$ cat src/rtl/add_sub_seq_nbit.sv
// add_sub_seq_nbit: multi-cycle chunked two's-complement add/sub with valid/ready handshakes; optional accumulator via `ACCUM_EN
module add_sub_seq_nbit #(
  parameter int WIDTH = 8,
  parameter int CHUNK = 2
) (
  input  logic             clk,
  input  logic             rst,
  input  logic             in_valid,
  output logic             in_ready,
  input  logic [WIDTH-1:0] a,
  input  logic [WIDTH-1:0] b,
  input  logic             mode,
  output logic             out_valid,
  input  logic             out_ready,
  output logic [WIDTH-1:0] sum,
  output logic             cout,
  output logic             ovf,
  output logic             zero,
  output logic             neg
`ifdef ACCUM_EN
  ,
  input  logic             acc_sel
`endif
);
  localparam int N  = WIDTH / CHUNK;
  localparam int KW = (N > 1) ? $clog2(N) : 1;
  generate
    if (WIDTH < 2 || WIDTH % CHUNK != 0) begin : g_bad_params
      $error("add_sub_seq_nbit: WIDTH must be >= 2 and a multiple of CHUNK");
    end
  endgenerate
  typedef enum logic [1:0] {IDLE, CALC, DONE} state_t;
  state_t            state_q, state_d;
  logic [KW-1:0]     k_q, k_d;
  logic [WIDTH-1:0]  a_q, a_d, b_q, b_d, s_q, s_d;
  logic              c_q, c_d;
  logic [WIDTH-1:0]  sum_q, sum_d;
  logic              cout_q, cout_d, ovf_q, ovf_d, zero_q, zero_d, neg_q, neg_d;
  logic [WIDTH-1:0]  a_src;
  logic [CHUNK-1:0]  ca, cb, cs;
  logic              cc, last, msb_cin;
`ifdef ACCUM_EN
  logic [WIDTH-1:0]  acc_q, acc_d;
  assign a_src = acc_sel ? acc_q : a;
`else
  assign a_src = a;
`endif
  assign ca       = a_q[k_q*CHUNK +: CHUNK];
  assign cb       = b_q[k_q*CHUNK +: CHUNK];
  assign {cc, cs} = {1'b0, ca} + {1'b0, cb} + {{CHUNK{1'b0}}, c_q};
  assign last     = (k_q == KW'(N - 1));
  assign msb_cin  = ca[CHUNK-1] ^ cb[CHUNK-1] ^ cs[CHUNK-1];
  assign in_ready  = (state_q == IDLE);
  assign out_valid = (state_q == DONE);
  assign sum  = sum_q;
  assign cout = cout_q;
  assign ovf  = ovf_q;
  assign zero = zero_q;
  assign neg  = neg_q;
  // Next-state: accept operands, ripple one chunk per cycle, publish result only when complete
  always_comb begin
    state_d = state_q;
    k_d     = k_q;
    a_d     = a_q;
    b_d     = b_q;
    c_d     = c_q;
    s_d     = s_q;
    sum_d   = sum_q;
    cout_d  = cout_q;
    ovf_d   = ovf_q;
    zero_d  = zero_q;
    neg_d   = neg_q;
`ifdef ACCUM_EN
    acc_d   = acc_q;
`endif
    case (state_q)
      IDLE: begin
        if (in_valid) begin
          a_d     = a_src;
          b_d     = b ^ {WIDTH{mode}};
          c_d     = mode;
          k_d     = '0;
          s_d     = '0;
          state_d = CALC;
        end
      end
      CALC: begin
        s_d[k_q*CHUNK +: CHUNK] = cs;
        c_d = cc;
        k_d = k_q + 1'b1;
        if (last) begin
          state_d = DONE;
          sum_d   = s_d;
          cout_d  = cc;
          ovf_d   = msb_cin ^ cc;
          zero_d  = (s_d == '0);
          neg_d   = s_d[WIDTH-1];
        end
      end
      DONE: begin
        if (out_ready) begin
          state_d = IDLE;
`ifdef ACCUM_EN
          acc_d   = sum_q;
`endif
        end
      end
      default: state_d = IDLE;
    endcase
  end
  // State and datapath registers; reset aborts any op in flight and clears the result
  always_ff @(posedge clk) begin
    if (rst) begin
      state_q <= IDLE;
      k_q     <= '0;
      a_q     <= '0;
      b_q     <= '0;
      c_q     <= 1'b0;
      s_q     <= '0;
      sum_q   <= '0;
      cout_q  <= 1'b0;
      ovf_q   <= 1'b0;
      zero_q  <= 1'b0;
      neg_q   <= 1'b0;
`ifdef ACCUM_EN
      acc_q   <= '0;
`endif
    end else begin
      state_q <= state_d;
      k_q     <= k_d;
      a_q     <= a_d;
      b_q     <= b_d;
      c_q     <= c_d;
      s_q     <= s_d;
      sum_q   <= sum_d;
      cout_q  <= cout_d;
      ovf_q   <= ovf_d;
      zero_q  <= zero_d;
      neg_q   <= neg_d;
`ifdef ACCUM_EN
      acc_q   <= acc_d;
`endif
    end
  end
endmodule

$ cat config.mk
export PLATFORM = sky130hd
export DESIGN_NAME = add_sub_seq_nbit
export DESIGN_NICKNAME = d
export VERILOG_FILES = /design/src/rtl/add_sub_seq_nbit.sv
export SDC_FILE = /design/constraint.sdc
export NUM_CORES = 1
export LEC_CHECK = 0
export ABC_AREA = 0
export CAP_MARGIN = 30
export CORE_MARGIN = 5
export CORE_UTILIZATION = 40
export CTS_CLUSTER_SIZE = 28
export DETAILED_ROUTE_END_ITERATION = 12
export PLACE_DENSITY = 0.68
export SLEW_MARGIN = 20
export SYNTH_ARGS = -nofsm -noshare
export SYNTH_HDL_FRONTEND = slang
export SYNTH_SLANG_ARGS = --single-unit
$ cat constraint.sdc
create_clock -name clk -period 4.1 [get_ports clk]
set_input_delay 0.41 -clock clk [delete_from_list [all_inputs] [get_ports clk]]
set_output_delay 0.41 -clock clk [all_outputs]
set_load 0.03 [all_outputs]
# Word-level counts from Yosys, hierarchy flattened
# Index checks and enable logic that the tools add are counted.
dict set report word_totals {
  register_bits 41
  inputBits 21
  out_inout_bits 14
  elab_cells 47
}
dict set report classes {
  n_addsub 4
  eq_ne 6
  shifts 4
  mux 11
  bitwise 4
  reduce_logical 7
}
# op n
set ops {}
lappend ops {{$neg 3->34} 1}
lappend ops {{$shift 2x34->8 const A} 1}
lappend ops {{$shiftx 2x34->8} 1}
lappend ops {{$pmux 8 s2} 1}
lappend ops {{$shiftx 8x4->2} 2}
lappend ops {{$bwmux 8} 1}
lappend ops {{$logic_not 8->1} 1}
lappend ops {{$mux 2} 4}
lappend ops {{$mux 8} 1}
lappend ops {{$xor 8x8->8} 1}
lappend ops {{$pmux 2 s3} 1}
lappend ops {{$reduce_and 2->1} 3}
lappend ops {{$eq 2x2->1 const B} 2}
lappend ops {{$ne 2x2->1 const B} 2}
lappend ops {{$pmux 2 s2} 1}
lappend ops {{$add 2x2->3} 1}
lappend ops {{$add 3x1->3} 1}
lappend ops {{$reduce_and 3->1} 1}
lappend ops {{$xor 1x1->1} 3}
lappend ops {{$add 2x1->2 const B} 1}
lappend ops {{$eq 2x1->1 const B} 1}
lappend ops {{$logic_not 2->1} 1}
lappend ops {{$ne 2x1->1 const B} 1}
lappend ops {{$pmux 1 s2} 1}
lappend ops {{other kinds (2)} 2}

# Logic depth before layout (Yosys ltp)
# Gate-level depths: netlist (run 1).
dict set report depth {
  ltp_word 6
  ltp_mapped 9
}

# Worst setup path after synthesis (run 1)
# OpenSTA, ideal clock, no wires.
dict set report synth_timing {
  path_kind {reg-to-reg}
  start {register k_q[0]}
  end {register s_q[3]}
  setup_time_ns 0.070
  arrival_ns 2.894
  required_time_ns 4.030
  slack_ns 1.135
  stages_incl_launch_ff 10
  synth_period_minus_slack_ns 2.965
  path_cell_list {dfxtp_1 buf_2 mux4_2 fa_1 inv_1 fa_1 or3b_2 o22ai_1 nand2_1 a21oi_1}
}
dict set report synth_between {
  elab_chain_cells 6
  word_cells_on_any_way 9
  cone_classes {add/sub (3); shift (4); mux (2)}
}
# item line
set synth_rtl {}
lappend synth_rtl {{start, declared} 34} ;# logic [KW-1:0] k_q, k_d;
lappend synth_rtl {{start signal, assigned} 130} ;# k_q <= k_d;
lappend synth_rtl {{$shiftx 8x4->2, on equally long branches} {48, 49}}
lappend synth_rtl {{$add 2x2->3} 50} ;# assign {cc, cs} = {1'b0, ca} + {1'b0, cb} + {{CHUNK{1'b0}}, c_q};
lappend synth_rtl {{$add 3x1->3} 50}
lappend synth_rtl {{$shiftx 2x34->8} 88} ;# s_d[k_q*CHUNK +: CHUNK] = cs;
lappend synth_rtl {{$bwmux 8 *} 88}
lappend synth_rtl {{$pmux 8 s2 *} 76} ;# case (state_q)
lappend synth_rtl {{end signal, assigned} 119} ;# s_q <= '0;
lappend synth_rtl {{end signal, assigned} 134} ;# s_q <= s_d;
lappend synth_rtl {{end, declared} 35} ;# logic [WIDTH-1:0] a_q, a_d, b_q, b_d, s_q, s_d;
# Every way passes the cells marked *; elsewhere a longest branch is shown, timed or not.
# A chain may end at the register's enable or synchronous reset.

# Worst setup path after layout (run 1)
# Ends and elaborated chain as after synthesis.

==> reports/metrics.json, run 1 <==
{
  "status": {
    "status": "finished clean"
  },
  "layout": {
    "area_delta_synth_final_pct": 22.4,
    "final_layout_size_suffix_gt1_share_pct": 8.02,
    "antenna-diode-count": 0,
    "ff_latch_area_um2": 801,
    "fin_nets": 292,
    "mostFrequentLayoutCell": "sky130_fd_sc_hd__dfxtp_1",
    "number_of_fill_cells": 485,
    "multi_input_logic_area_mm2": 0.00110,
    "most-common-layout-cells": "40 x sky130_fd_sc_hd__dfxtp_1, 34 x sky130_fd_sc_hd__clkdlybuf4s50_1, 33 x sky130_fd_sc_hd__nor2_1, 33 x sky130_fd_sc_hd__nand2_1, 19 x sky130_fd_sc_hd__a21oi_1",
    "fin_util_pct": 51.4
  },
  "synthesis": {
    "synth_edf_count": 0,
    "synth.yosys.warnings": 0,
    "flip_flop_and_latch_count_after_synthesis": 40,
    "yosysUniqueCellTypes": 40,
    "mappedNetlistNets": 265,
    "mappedNetlistArea_mm2": 0.00202,
    "synthCells": 235,
    "dominantRegCellSynth": "sky130_fd_sc_hd__dfxtp_1",
    "fraction_of_registers_with_async_set_or_reset_after_synthesis_pct": 0,
    "post_synth.cell_area_avg_um2": 8.61,
    "synth-seq-area-share_pct": 39.6
  },
  "sta": {
    "skew_ns": 0.00327,
    "final_hold_viol_count": 0,
    "worstMarginPinSlew_ns": 0.741,
    "slew_violations": 0,
    "fin_setup_tns_ns": 0,
    "unrepaired_setup_endpoints_after_global_routing": "no",
    "finalCritPeriodShare_pct": 80.7,
    "timing.final.crit_period_ns": 3.31,
    "setup_violations": 0,
    "fmax_mhz": 302,
    "timing.max_slew.rel_slack_pct": 50.5,
    "final_hold_slack_ns": 0.457,
    "finalWorstSetupSlack_ns": 0.792
  },
  "clock_network": {
    "cts-buffers-inserted": 5,
    "h_tree_levels": 2,
    "clk_root_buffer_cell": "sky130_fd_sc_hd__clkbuf_8",
    "post_cts_hold_buffer_count": 0,
    "cts.repair.resized": 0,
    "cts.repair_timing.setup_buffer_count": 0,
    "clkLatencyLatePin_ns": 0.29,
    "tritoncts": "done",
    "clkTransAtPathRegs_ns": 0.07,
    "cts_buffer_depth": 2,
    "cts_sinks": 40
  },
  "routing": {
    "ant_nets": 0,
    "drt_first_iter_violations": 107,
    "post_drt_via_cell_ratio": 5.05,
    "detail_route.drc_violations": 0,
    "dr_total_vias": 1662,
    "drt-total-wl_um": 4140,
    "wire_per_inst_um": 12.6,
    "detail_route.first_pass.iterations": 4
  },
  "pwr": {
    "power.total_uw": 845,
    "total_leakage_power_nw": 0.865,
    "max-vdd-ir-drop_mv": 0.145,
    "pwr_density_cell_mw_per_mm2": 341
  },
  "critical_path": {
    "critical_path.cell_chain": "mux4_2 > fa_1 > inv_1 > fa_1 > or3b_2 > o22ai_1 > nand2_1 > a21oi_1",
    "path_class": "register to register",
    "cpPeakStageDelay_ns": 0.73,
    "worst_setup_path_end_kind": "register",
    "worst-path-buf-inv": 1,
    "crit_path_start_kind": "register",
    "critical_path_peak_fanout": 16,
    "dominant_cell_type_by_count_on_the_critical_path": "sky130_fd_sc_hd__fa_1",
    "critical-path-slowest-cell": "sky130_fd_sc_hd__dfxtp_1",
    "worst_ep_required_time_ns": 4.32,
    "cp_arrival_ns": 3.53,
    "critPathTopFamily": "adder cells"
  },
  "place": {
    "dpl.hpwl_um": 2940,
    "dp_slack_ns": 0.806,
    "buffer_ports.inserted": 34,
    "gp_congestion": 0.851
  },
  "flow_run": {
    "max_cap_violations": 0
  },
  "grt": {
    "grt_max_degree": 42,
    "first_pass_grt_wire_length_um": 6820,
    "grt_total_ovfl": 0,
    "first_global_vias": 1561,
    "antenna_found_initial": 0,
    "grtUsageTotal_pct": 13.4
  },
  "floorplanning": {
    "chipWidth_um": 81.1,
    "die_height_um": 81.1,
    "design.portCount": 35,
    "starting_utilization_of_the_core_area_pct": 42.0,
    "number_of_rows_created_at_floorplan": 25,
    "design.die.area_mm2": 0.00658,
    "coreArea_mm2": 0.00482
  },
  "min_path": {
    "worst_hold_path_type": "register to register"
  }
}
==> worst register-to-register path, delay by kind of cell, from the launching register on <==
kind	cells	cell delay, ns
adder cells (fa/ha/maj)	2	0.91
multiplexers	1	0.61
AO/OA/AOI/OAI	2	0.34
AND/OR/NAND/NOR	2	0.58
buffers and inverters	1	0.08
flip-flops	1	0.73
==> cell families (layout without fill, tap and decap cells) <==
group | after synthesis | after routing | share of synthesized area, %
AND/OR/NAND/NOR | 93 | 93 | 21.3
AO/OA/AOI/OAI | 51 | 51 | 17.2
flip-flops | 40 | 40 | 39.6
buffers and inverters | 27 | 54 | 6.31
XOR/XNOR | 10 | 10 | 4.33
adder cells (fa/ha/maj) | 9 | 9 | 6.31
multiplexers | 5 | 5 | 4.95
==> path summary, 6_finish.rpt <==
| kind | startpoint | to | slack (ns) | cells past startpoint |
|---|---|---|---|---|
| worst min-delay path | ovf | ovf | 0.46 | 2 |
| worst max-delay path | k_q[0] | s_q[3] | 0.79 | 8 |
| worst min register to register | ovf | ovf | 0.46 | 2 |
| worst max register to register | k_q[0] | s_q[3] | 0.79 | 8 |
==> routing by layer <==
| metal | track usage (%) | routed length [um] |
|---|---|---|
| met4 | 4.73 | 45 |
| met1 | 16.0 | 1900 |
| met5 | 0 | 0 |
| met3 | 4.77 | 250 |
| met2 | 22.3 | 1940 |
==> stage by stage <==
stage | cells | instance area, um^2
detailed placement | 322 | 2380
global placement | 322 | 2380
floorplan | 235 | 2020
CTS | 329 | 2480
global route | 329 | 2480
finish | 329 | 2480
==> cell usage after synthesis, types with 2 or more instances <==
cell / count / share of area (%)
sky130_fd_sc_hd__buf_2: 4 / 0.99
sky130_fd_sc_hd__dfxtp_1: 40 / 40
sky130_fd_sc_hd__fa_1: 2 / 2.0
sky130_fd_sc_hd__a211oi_1: 13 / 4.8
sky130_fd_sc_hd__mux4_2: 4 / 4.5
sky130_fd_sc_hd__o22ai_1: 5 / 1.5
sky130_fd_sc_hd__a41oi_1: 2 / 0.87
sky130_fd_sc_hd__nand2_1: 33 / 6.1
sky130_fd_sc_hd__nor2_1: 33 / 6.1
sky130_fd_sc_hd__xnor2_1: 10 / 4.3
sky130_fd_sc_hd__nor2b_1: 5 / 1.5
sky130_fd_sc_hd__o22a_1: 4 / 1.7
sky130_fd_sc_hd__ha_1: 7 / 4.3
sky130_fd_sc_hd__nand3_1: 5 / 1.2
sky130_fd_sc_hd__nor3_1: 2 / 0.49
sky130_fd_sc_hd__buf_4: 3 / 1.1
sky130_fd_sc_hd__or2b_2: 2 / 0.87
sky130_fd_sc_hd__a221oi_1: 2 / 0.87
sky130_fd_sc_hd__inv_1: 11 / 2.0
sky130_fd_sc_hd__nand3b_1: 2 / 0.74
sky130_fd_sc_hd__clkbuf_1: 8 / 1.5
sky130_fd_sc_hd__a21oi_1: 19 / 4.7
sky130_fd_sc_hd__nand2b_1: 2 / 0.62
==> state kept, by name (all words and copies together) (netlist names) <==
name and count:
a_q 8, b_q 8, s_q 8, sum 8
k_q 2, state_q 2, c_q 1, cout 1
ovf 1, zero 1
==> final cells by class <==
type | instances | share of cell area [%]
well taps | 67 | 3.38
inverters | 11 | 1.67
repair buffers | 36 | 14.3
clock buffers | 7 | 3.89
multi-input cells | 168 | 44.4
flip-flops and latches | 40 | 32.3
==> report_power, final <==
group          internal, mW  switching [mW]
sequential            0.404          0.0138
combinational        0.0701          0.0766
clock                 0.150           0.130
total                 0.624           0.220
No activity file was read; power rests on OpenSTA's default activity.
==> run 2, diff against run 1 <==
PLACE_DENSITY = 0.71   (was 0.68)
clock period = 2.9 ns   (was 4.1 ns; I/O delays follow)
==> reports/metrics.json, run 2 (synthesis gave the netlist of run 1 again) <==
{
  "layout": {
    "number_of_fill_cells": {"value": 501, "change": "+3.3%"},
    "antenna-diode-count": {"value": 0, "change": "unchanged"},
    "fin_nets": {"value": 295, "change": "+1.0%"},
    "ff_latch_area": {"value": 802, "unit": "um^2", "change": "+0.16%"},
    "multi_input_logic_area": {"value": 0.00111, "unit": "mm^2", "change": "+1.1%"},
    "area_delta_synth_final_pct": 23.3,
    "most-common-layout-cells": "39 x sky130_fd_sc_hd__dfxtp_1, 34 x sky130_fd_sc_hd__clkdlybuf4s50_1, 33 x sky130_fd_sc_hd__nor2_1, 33 x sky130_fd_sc_hd__nand2_1, 19 x sky130_fd_sc_hd__a21oi_1",
    "mostFrequentLayoutCell": "sky130_fd_sc_hd__dfxtp_1",
    "final_layout_size_suffix_gt1_share": {"value": 9.81, "unit": "%", "change": "+1.8 points"}
  },
  "grt": {
    "grt_total_ovfl": {"value": 0, "change": "unchanged"},
    "first_pass_grt_wire_length": {"value": 7110, "unit": "um", "change": "+4.3%"},
    "grt_max_degree": {"value": 41, "change": "-2.4%"},
    "antenna_found_initial": {"value": 0, "change": "unchanged"},
    "grtUsageTotal": {"value": 13.9, "unit": "%", "change": "+0.53 points"},
    "first_global_vias": {"value": 1516, "change": "-2.9%"}
  },
  "routing": {
    "ant_nets": {"value": 0, "change": "unchanged"},
    "drt_first_iter_violations": {"value": 84, "change": "-21%"},
    "wire_per_inst": {"value": 12.9, "unit": "um", "change": "+2.4%"},
    "dr_total_vias": {"value": 1678, "change": "+0.96%"},
    "detail_route.drc_violations": {"value": 0, "change": "unchanged"},
    "drt-total-wl": {"value": 4270, "unit": "um", "change": "+3.3%"},
    "post_drt_via_cell_ratio": {"value": 5.05, "change": "about the same"},
    "detail_route.first_pass.iterations": {"value": 4, "change": "unchanged"}
  },
  "sta": {
    "finalCritPeriodShare": {"value": 95.5, "unit": "%", "change": "+15 points"},
    "fin_setup_tns": {"value": 0, "unit": "ns", "change": "unchanged"},
    "setup_violations": {"value": 0, "change": "unchanged"},
    "unrepaired_setup_endpoints_after_global_routing": "no",
    "timing.max_slew.rel_slack": {"value": 50.5, "unit": "%", "change": "+0.055 points"},
    "final_hold_slack": {"value": 0.454, "unit": "ns", "change": "-0.00256 ns"},
    "fmax": {"value": 361, "unit": "MHz", "change": "+19%"},
    "skew": {"value": 0.00166, "unit": "ns", "change": "-0.00160 ns"},
    "worstMarginPinSlew": {"value": 0.740, "unit": "ns", "change": "-0.000828 ns"},
    "timing.final.crit_period": {"value": 2.77, "unit": "ns", "change": "-0.539 ns"},
    "final_hold_viol_count": {"value": 0, "change": "unchanged"},
    "slew_violations": {"value": 0, "change": "unchanged"}
  },
  "clock_network": {
    "clkTransAtPathRegs": {"value": 0.07, "unit": "ns", "change": "about the same"},
    "tritoncts": "done",
    "cts.repair_timing.setup_buffer_count": {"value": 0, "change": "unchanged"},
    "cts_buffer_depth": {"value": 2, "change": "unchanged"},
    "post_cts_hold_buffer_count": {"value": 0, "change": "unchanged"},
    "clkLatencyLatePin": {"value": 0.29, "unit": "ns", "change": "about the same"},
    "cts-buffers-inserted": {"value": 5, "change": "unchanged"},
    "cts.repair.resized": {"value": 0, "change": "unchanged"},
    "h_tree_levels": {"value": 2, "change": "unchanged"},
    "cts_sinks": {"value": 40, "change": "unchanged"},
    "clk_root_buffer_cell": "sky130_fd_sc_hd__clkbuf_8"
  },
  "critical_path": {
    "regToRegStartpoint": "k_q[0]",
    "r2r_cells": {"value": 8, "change": "unchanged"},
    "crit_path_start_kind": "register",
    "path_class": "register to register",
    "worst_ep_required_time": {"value": 3.12, "unit": "ns", "change": "-1.20 ns"},
    "cp_arrival": {"value": 2.99, "unit": "ns", "change": "-0.54 ns"},
    "worst_setup_path_end_kind": "register",
    "critical_path_peak_fanout": {"value": 4, "change": "-12"},
    "timing.reg2reg.setup_slack": {"value": 0.13, "unit": "ns", "change": "-0.66 ns"},
    "worstReg2RegEnd": "s_q[3]"
  },
  "floorplanning": {
    "design.portCount": {"value": 35, "change": "unchanged"},
    "die_height": {"value": 81.1, "unit": "um", "change": "unchanged"},
    "starting_utilization_of_the_core_area": {"value": 42.0, "unit": "%", "change": "unchanged"},
    "number_of_rows_created_at_floorplan": {"value": 25, "change": "unchanged"},
    "coreArea": {"value": 0.00482, "unit": "mm^2", "change": "unchanged"},
    "chipWidth": {"value": 81.1, "unit": "um", "change": "unchanged"},
    "design.die.area": {"value": 0.00658, "unit": "mm^2", "change": "unchanged"}
  },
  "place": {
    "buffer_ports.inserted": {"value": 34, "change": "unchanged"},
    "gp_congestion": {"value": 0.813, "change": "-4.5%"},
    "dpl.hpwl": {"value": 3150, "unit": "um", "change": "+7.0%"}
  },
  "min_path": {
    "holdPathEnd": "ovf",
    "worst_hold_path_type": "register to register",
    "timing.hold.worst.start": "ovf",
    "min_path_cells": {"value": 2, "change": "unchanged"}
  },
  "pwr": {
    "pwr-share-clk": {"value": 29.9, "unit": "%", "change": "-3.2 points"},
    "power.switching_fraction": {"value": 27.0, "unit": "%", "change": "+0.90 points"},
    "max-vdd-ir-drop": {"value": 0.326, "unit": "mV", "change": "+120%"},
    "combinationalPowerShare": {"value": 19.1, "unit": "%", "change": "+1.7 points"},
    "pwr_density_cell": {"value": 461, "unit": "mW/mm^2", "change": "+35%"},
    "pwr-share-seq": {"value": 51.1, "unit": "%", "change": "+1.6 points"},
    "intPower": {"value": 840, "unit": "uW", "change": "+35%"},
    "power.switching": {"value": 310, "unit": "uW", "change": "+41%"},
    "total_leakage_power": {"value": 0.873, "unit": "nW", "change": "+0.91%"}
  },
  "status": {
    "status": "finished clean"
  },
  "flow_run": {
    "max_cap_violations": {"value": 0, "change": "unchanged"}
  }
}
## run 2: layout make-up
cell class                 count  area share, %
multi-input combinational    168           44.6
sequential                    40           32.1
timing repair buffer          39           15.1
tap                           67           3.36
clock buffer                   6           2.91
inverter                      11           1.65
clock inverter                 1          0.201
## run 2: worst max-delay path by stage
stage / start / to / cells after the start
finish: k_q[0] / s_q[3] / 8
global route: k_q[0] / s_q[3] / 8
CTS: k_q[0] / s_q[3] / 8
detailed placement: k_q[0] / s_q[3] / 8
global placement: k_q[0] / s_q[3] / 8
floorplan: k_q[0] / s_q[3] / 9
## run 2: power groups by stage
stage               Sequential, mW  Combinational (mW)  Clock [mW]
global placement             0.599               0.217           0
finish                       0.587               0.219       0.344
detailed placement           0.600               0.219           0
floorplan                    0.595               0.155           0
global route                 0.590               0.241       0.373
CTS                          0.588               0.220       0.350
## run 2: metal layers
layer  up-vias  share of wire (%)  track usage (%)
li1        861                  -                -
met1       751                 44             17.4
met2        57                 47             23.2
met3         9                6.6             3.44
met4         0                1.8             5.24
met5         -                  0                0
## run 2: per-stage QoR
stage          utilization (%)  setup slack [ns]  power [mW]  std cells  cell area [um^2]
2_1_floorplan                -            0.0196       0.750        235              2030
3_3_place_gp              49.9             0.137       0.816        325              2400
3_5_place_dp              49.9            0.0551       0.819        325              2400
4_1_cts                   51.5            0.0388        1.16        332              2480
5_1_grt                   51.8            0.0194        1.20        332              2490
6_report                  51.8             0.131        1.15        332              2490
## run 2: worst max-delay path: stages (launching register included)
cell                      delay (ns)
sky130_fd_sc_hd__dfxtp_2        0.38
sky130_fd_sc_hd__mux4_2         0.52
sky130_fd_sc_hd__fa_1           0.39
sky130_fd_sc_hd__inv_1          0.07
sky130_fd_sc_hd__fa_1           0.43
sky130_fd_sc_hd__or3b_2         0.50
sky130_fd_sc_hd__o22ai_2        0.13
sky130_fd_sc_hd__nand2_1        0.08
sky130_fd_sc_hd__a21oi_1        0.19
==> run 3, diff against run 2 <==
clock period = 2.3 ns   (was 2.9 ns; I/O delays follow)
==> reports/metrics.json, run 3 (synthesis gave the netlist of run 1 again) <==
{
  "status": {
    "status": "finished with violations",
    "failed_checks": "negative setup slack"
  },
  "layout": {
    "antenna-diode-count": {"value": 0, "change": "unchanged"},
    "mostFrequentLayoutCell": "sky130_fd_sc_hd__dfxtp_1",
    "number_of_fill_cells": {"value": 490, "change": "-2.2%"},
    "ff_latch_area": {"value": 805, "unit": "um^2", "change": "+0.31%"},
    "most-common-layout-cells": "39 x sky130_fd_sc_hd__dfxtp_1, 34 x sky130_fd_sc_hd__clkdlybuf4s50_1, 33 x sky130_fd_sc_hd__nand2_1",
    "final_layout_size_suffix_gt1_share": {"value": 14.4, "unit": "%", "change": "+4.6 points"},
    "fin_nets": {"value": 300, "change": "+1.7%"},
    "final_design_area_no_fill": {"value": 0.00258, "unit": "mm^2", "change": "+3.4%"},
    "multi_input_logic_area": {"value": 0.00114, "unit": "mm^2", "change": "+2.8%"},
    "area_delta_synth_final_pct": 27.5
  },
  "sta": {
    "fin_setup_tns": {"value": -1.96, "unit": "ns", "change": "-1.96 ns"},
    "timing.final.crit_period": {"value": 2.56, "unit": "ns", "change": "-0.213 ns"},
    "finalCritPeriodShare": {"value": 111, "unit": "%", "change": "+16 points"},
    "slew_violations": {"value": 0, "change": "unchanged"},
    "timing.max_slew.rel_slack": {"value": 61.0, "unit": "%", "change": "+10 points"},
    "setup_violations": {"value": 10, "change": "+10"},
    "skew": {"value": 0.00558, "unit": "ns", "change": "+0.00391 ns"},
    "fmax": {"value": 391, "unit": "MHz", "change": "+8.3%"},
    "worstMarginPinSlew": {"value": 0.585, "unit": "ns", "change": "-0.155 ns"},
    "final_hold_slack": {"value": 0.453, "unit": "ns", "change": "-0.000774 ns"},
    "unrepaired_setup_endpoints_after_global_routing": "yes",
    "final_hold_viol_count": {"value": 0, "change": "unchanged"},
    "finalWorstSetupSlack": {"value": -0.256, "unit": "ns", "change": "-0.387 ns"}
  },
  "floorplanning": {
    "die_height": {"value": 81.1, "unit": "um", "change": "unchanged"},
    "starting_utilization_of_the_core_area": {"value": 42.0, "unit": "%", "change": "unchanged"},
    "chipWidth": {"value": 81.1, "unit": "um", "change": "unchanged"},
    "number_of_rows_created_at_floorplan": {"value": 25, "change": "unchanged"},
    "design.die.area": {"value": 0.00658, "unit": "mm^2", "change": "unchanged"},
    "coreArea": {"value": 0.00482, "unit": "mm^2", "change": "unchanged"},
    "design.portCount": {"value": 35, "change": "unchanged"}
  },
  "routing": {
    "ant_nets": {"value": 0, "change": "unchanged"},
    "detail_route.first_pass.iterations": {"value": 5, "change": "+1"},
    "post_drt_via_cell_ratio": {"value": 5.05, "change": "-0.14%"},
    "wire_per_inst": {"value": 12.7, "unit": "um", "change": "-1.5%"},
    "detail_route.drc_violations": {"value": 0, "change": "unchanged"},
    "dr_total_vias": {"value": 1706, "change": "+1.7%"},
    "drt_first_iter_violations": {"value": 134, "change": "+60%"},
    "drt-total-wl": {"value": 4290, "unit": "um", "change": "+0.30%"}
  },
  "pwr": {
    "power.total": {"value": 1.52, "unit": "mW", "change": "+32%"},
    "power.switching": {"value": 403, "unit": "uW", "change": "+30%"},
    "pwr-share-clk": {"value": 31.1, "unit": "%", "change": "+1.2 points"},
    "total_leakage_power": {"value": 0.909, "unit": "nW", "change": "+4.2%"},
    "pwr-share-seq": {"value": 48.6, "unit": "%", "change": "-2.5 points"},
    "combinationalPowerShare": {"value": 20.3, "unit": "%", "change": "+1.2 points"},
    "pwr_density_cell": {"value": 590, "unit": "mW/mm^2", "change": "+28%"},
    "power.switching_fraction": {"value": 26.5, "unit": "%", "change": "-0.50 points"},
    "intPower": {"value": 1.12, "unit": "mW", "change": "+33%"},
    "max-vdd-ir-drop": {"value": 0.390, "unit": "mV", "change": "+19%"}
  },
  "clock_network": {
    "cts_buffer_depth": {"value": 2, "change": "unchanged"},
    "tritoncts": "done",
    "cts_sinks": {"value": 40, "change": "unchanged"},
    "clkTransAtPathRegs": {"value": 0.07, "unit": "ns", "change": "about the same"},
    "cts-buffers-inserted": {"value": 5, "change": "unchanged"},
    "h_tree_levels": {"value": 2, "change": "unchanged"},
    "post_cts_hold_buffer_count": {"value": 0, "change": "unchanged"},
    "clkLatencyLatePin": {"value": 0.29, "unit": "ns", "change": "about the same"},
    "clk_root_buffer_cell": "sky130_fd_sc_hd__clkbuf_8"
  },
  "critical_path": {
    "worstReg2RegEnd": "s_q[3]",
    "cp_arrival": {"value": 2.78, "unit": "ns", "change": "-0.21 ns"},
    "timing.reg2reg.setup_slack": {"value": -0.26, "unit": "ns", "change": "-0.39 ns"},
    "worst_ep_required_time": {"value": 2.52, "unit": "ns", "change": "-0.60 ns"},
    "path_class": "register to register",
    "critical_path_peak_fanout": {"value": 4, "change": "unchanged"},
    "regToRegStartpoint": "k_q[0]",
    "crit_path_start_kind": "register",
    "r2r_cells": {"value": 8, "change": "unchanged"},
    "worst_setup_path_end_kind": "register"
  },
  "grt": {
    "antenna_found_initial": {"value": 0, "change": "unchanged"},
    "grtUsageTotal": {"value": 13.5, "unit": "%", "change": "-0.40 points"},
    "first_global_vias": {"value": 1505, "change": "-0.73%"},
    "grt_total_ovfl": {"value": 0, "change": "unchanged"},
    "grt_max_degree": {"value": 41, "change": "unchanged"},
    "first_pass_grt_wire_length": {"value": 6980, "unit": "um", "change": "-1.8%"}
  },
  "place": {
    "placed_cell_area": {"value": 0.00246, "unit": "mm^2", "change": "+2.2%"},
    "buffer_ports.inserted": {"value": 34, "change": "unchanged"},
    "dpl.hpwl": {"value": 3100, "unit": "um", "change": "-1.6%"},
    "dp_slack": {"value": -0.309, "unit": "ns", "change": "-0.364 ns"},
    "gp_congestion": {"value": 0.770, "change": "-5.3%"}
  },
  "flow_run": {
    "max_cap_violations": {"value": 0, "change": "unchanged"}
  },
  "min_path": {
    "holdPathEnd": "a_q[6]",
    "timing.hold.worst.start": "a_q[6]",
    "min_path_cells": {"value": 2, "change": "unchanged"},
    "worst_hold_path_type": "register to register"
  }
}
run 3: cell count changes in the layout (fill, tap and decap cells not counted), sizes merged:
cell    change
buf         +5
clkbuf      +2
clkinv      -1
run 3: cell type report:
class                      instances  area share [%]
timing repair buffer              44            16.1
tap                               67            3.25
multi-input combinational        168            44.3
clock buffer                       8            3.49
inverter                          11            1.60
sequential                        40            31.2
run 3: worst max-delay path: stages, from the launching register on:
cell                      delay [ns]
sky130_fd_sc_hd__dfxtp_4        0.37
sky130_fd_sc_hd__mux4_2         0.51
sky130_fd_sc_hd__fa_2           0.37
sky130_fd_sc_hd__inv_2          0.06
sky130_fd_sc_hd__fa_2           0.46
sky130_fd_sc_hd__or3b_4         0.41
sky130_fd_sc_hd__o22ai_2        0.12
sky130_fd_sc_hd__nand2_1        0.08
sky130_fd_sc_hd__a21oi_2        0.11
run 3: power groups by stage:
stage / registers (mW) / logic (mW) / clock network, mW
2_1_floorplan: 0.751 / 0.200 / 0
5_1_grt: 0.742 / 0.338 / 0.516
3_3_place_gp: 0.754 / 0.285 / 0
6_report: 0.739 / 0.309 / 0.473
3_5_place_dp: 0.755 / 0.289 / 0
4_1_cts: 0.739 / 0.301 / 0.489
run 3: repair_timing:
action,CTS,global route
setup endpoints to repair,10,10
buffers inserted,0,1
gates resized for setup,3,2
pin swaps,4,0
run 3: stage by stage:
step           util [%]  cells
5_1_grt            53.5    338
6_report           53.5    338
4_1_cts            53.2    337
3_5_place_dp       51.0    329
2_1_floorplan         -    235
3_3_place_gp       51.0    329
run 3: worst max path at each step:
stage / start / to / slack [ns] / depth (start not counted)
after floorplan: k_q[0] / s_q[3] / -0.38 / 9
after global placement: k_q[0] / s_q[3] / -0.26 / 8
after detailed placement: k_q[0] / s_q[3] / -0.31 / 8
after CTS: k_q[0] / s_q[3] / -0.27 / 8
after global routing: k_q[0] / s_q[3] / -0.36 / 8
final: k_q[0] / s_q[3] / -0.26 / 8
run 3: routing by layer:
layer  track usage, %  share of wire [%]  vias to the layer above
met3             3.22                6.0                        9
met4             4.39                1.3                        0
met5                0                  0                        -
met1             17.7                 44                      783
met2             22.0                 48                       46
li1                 -                  -                      868
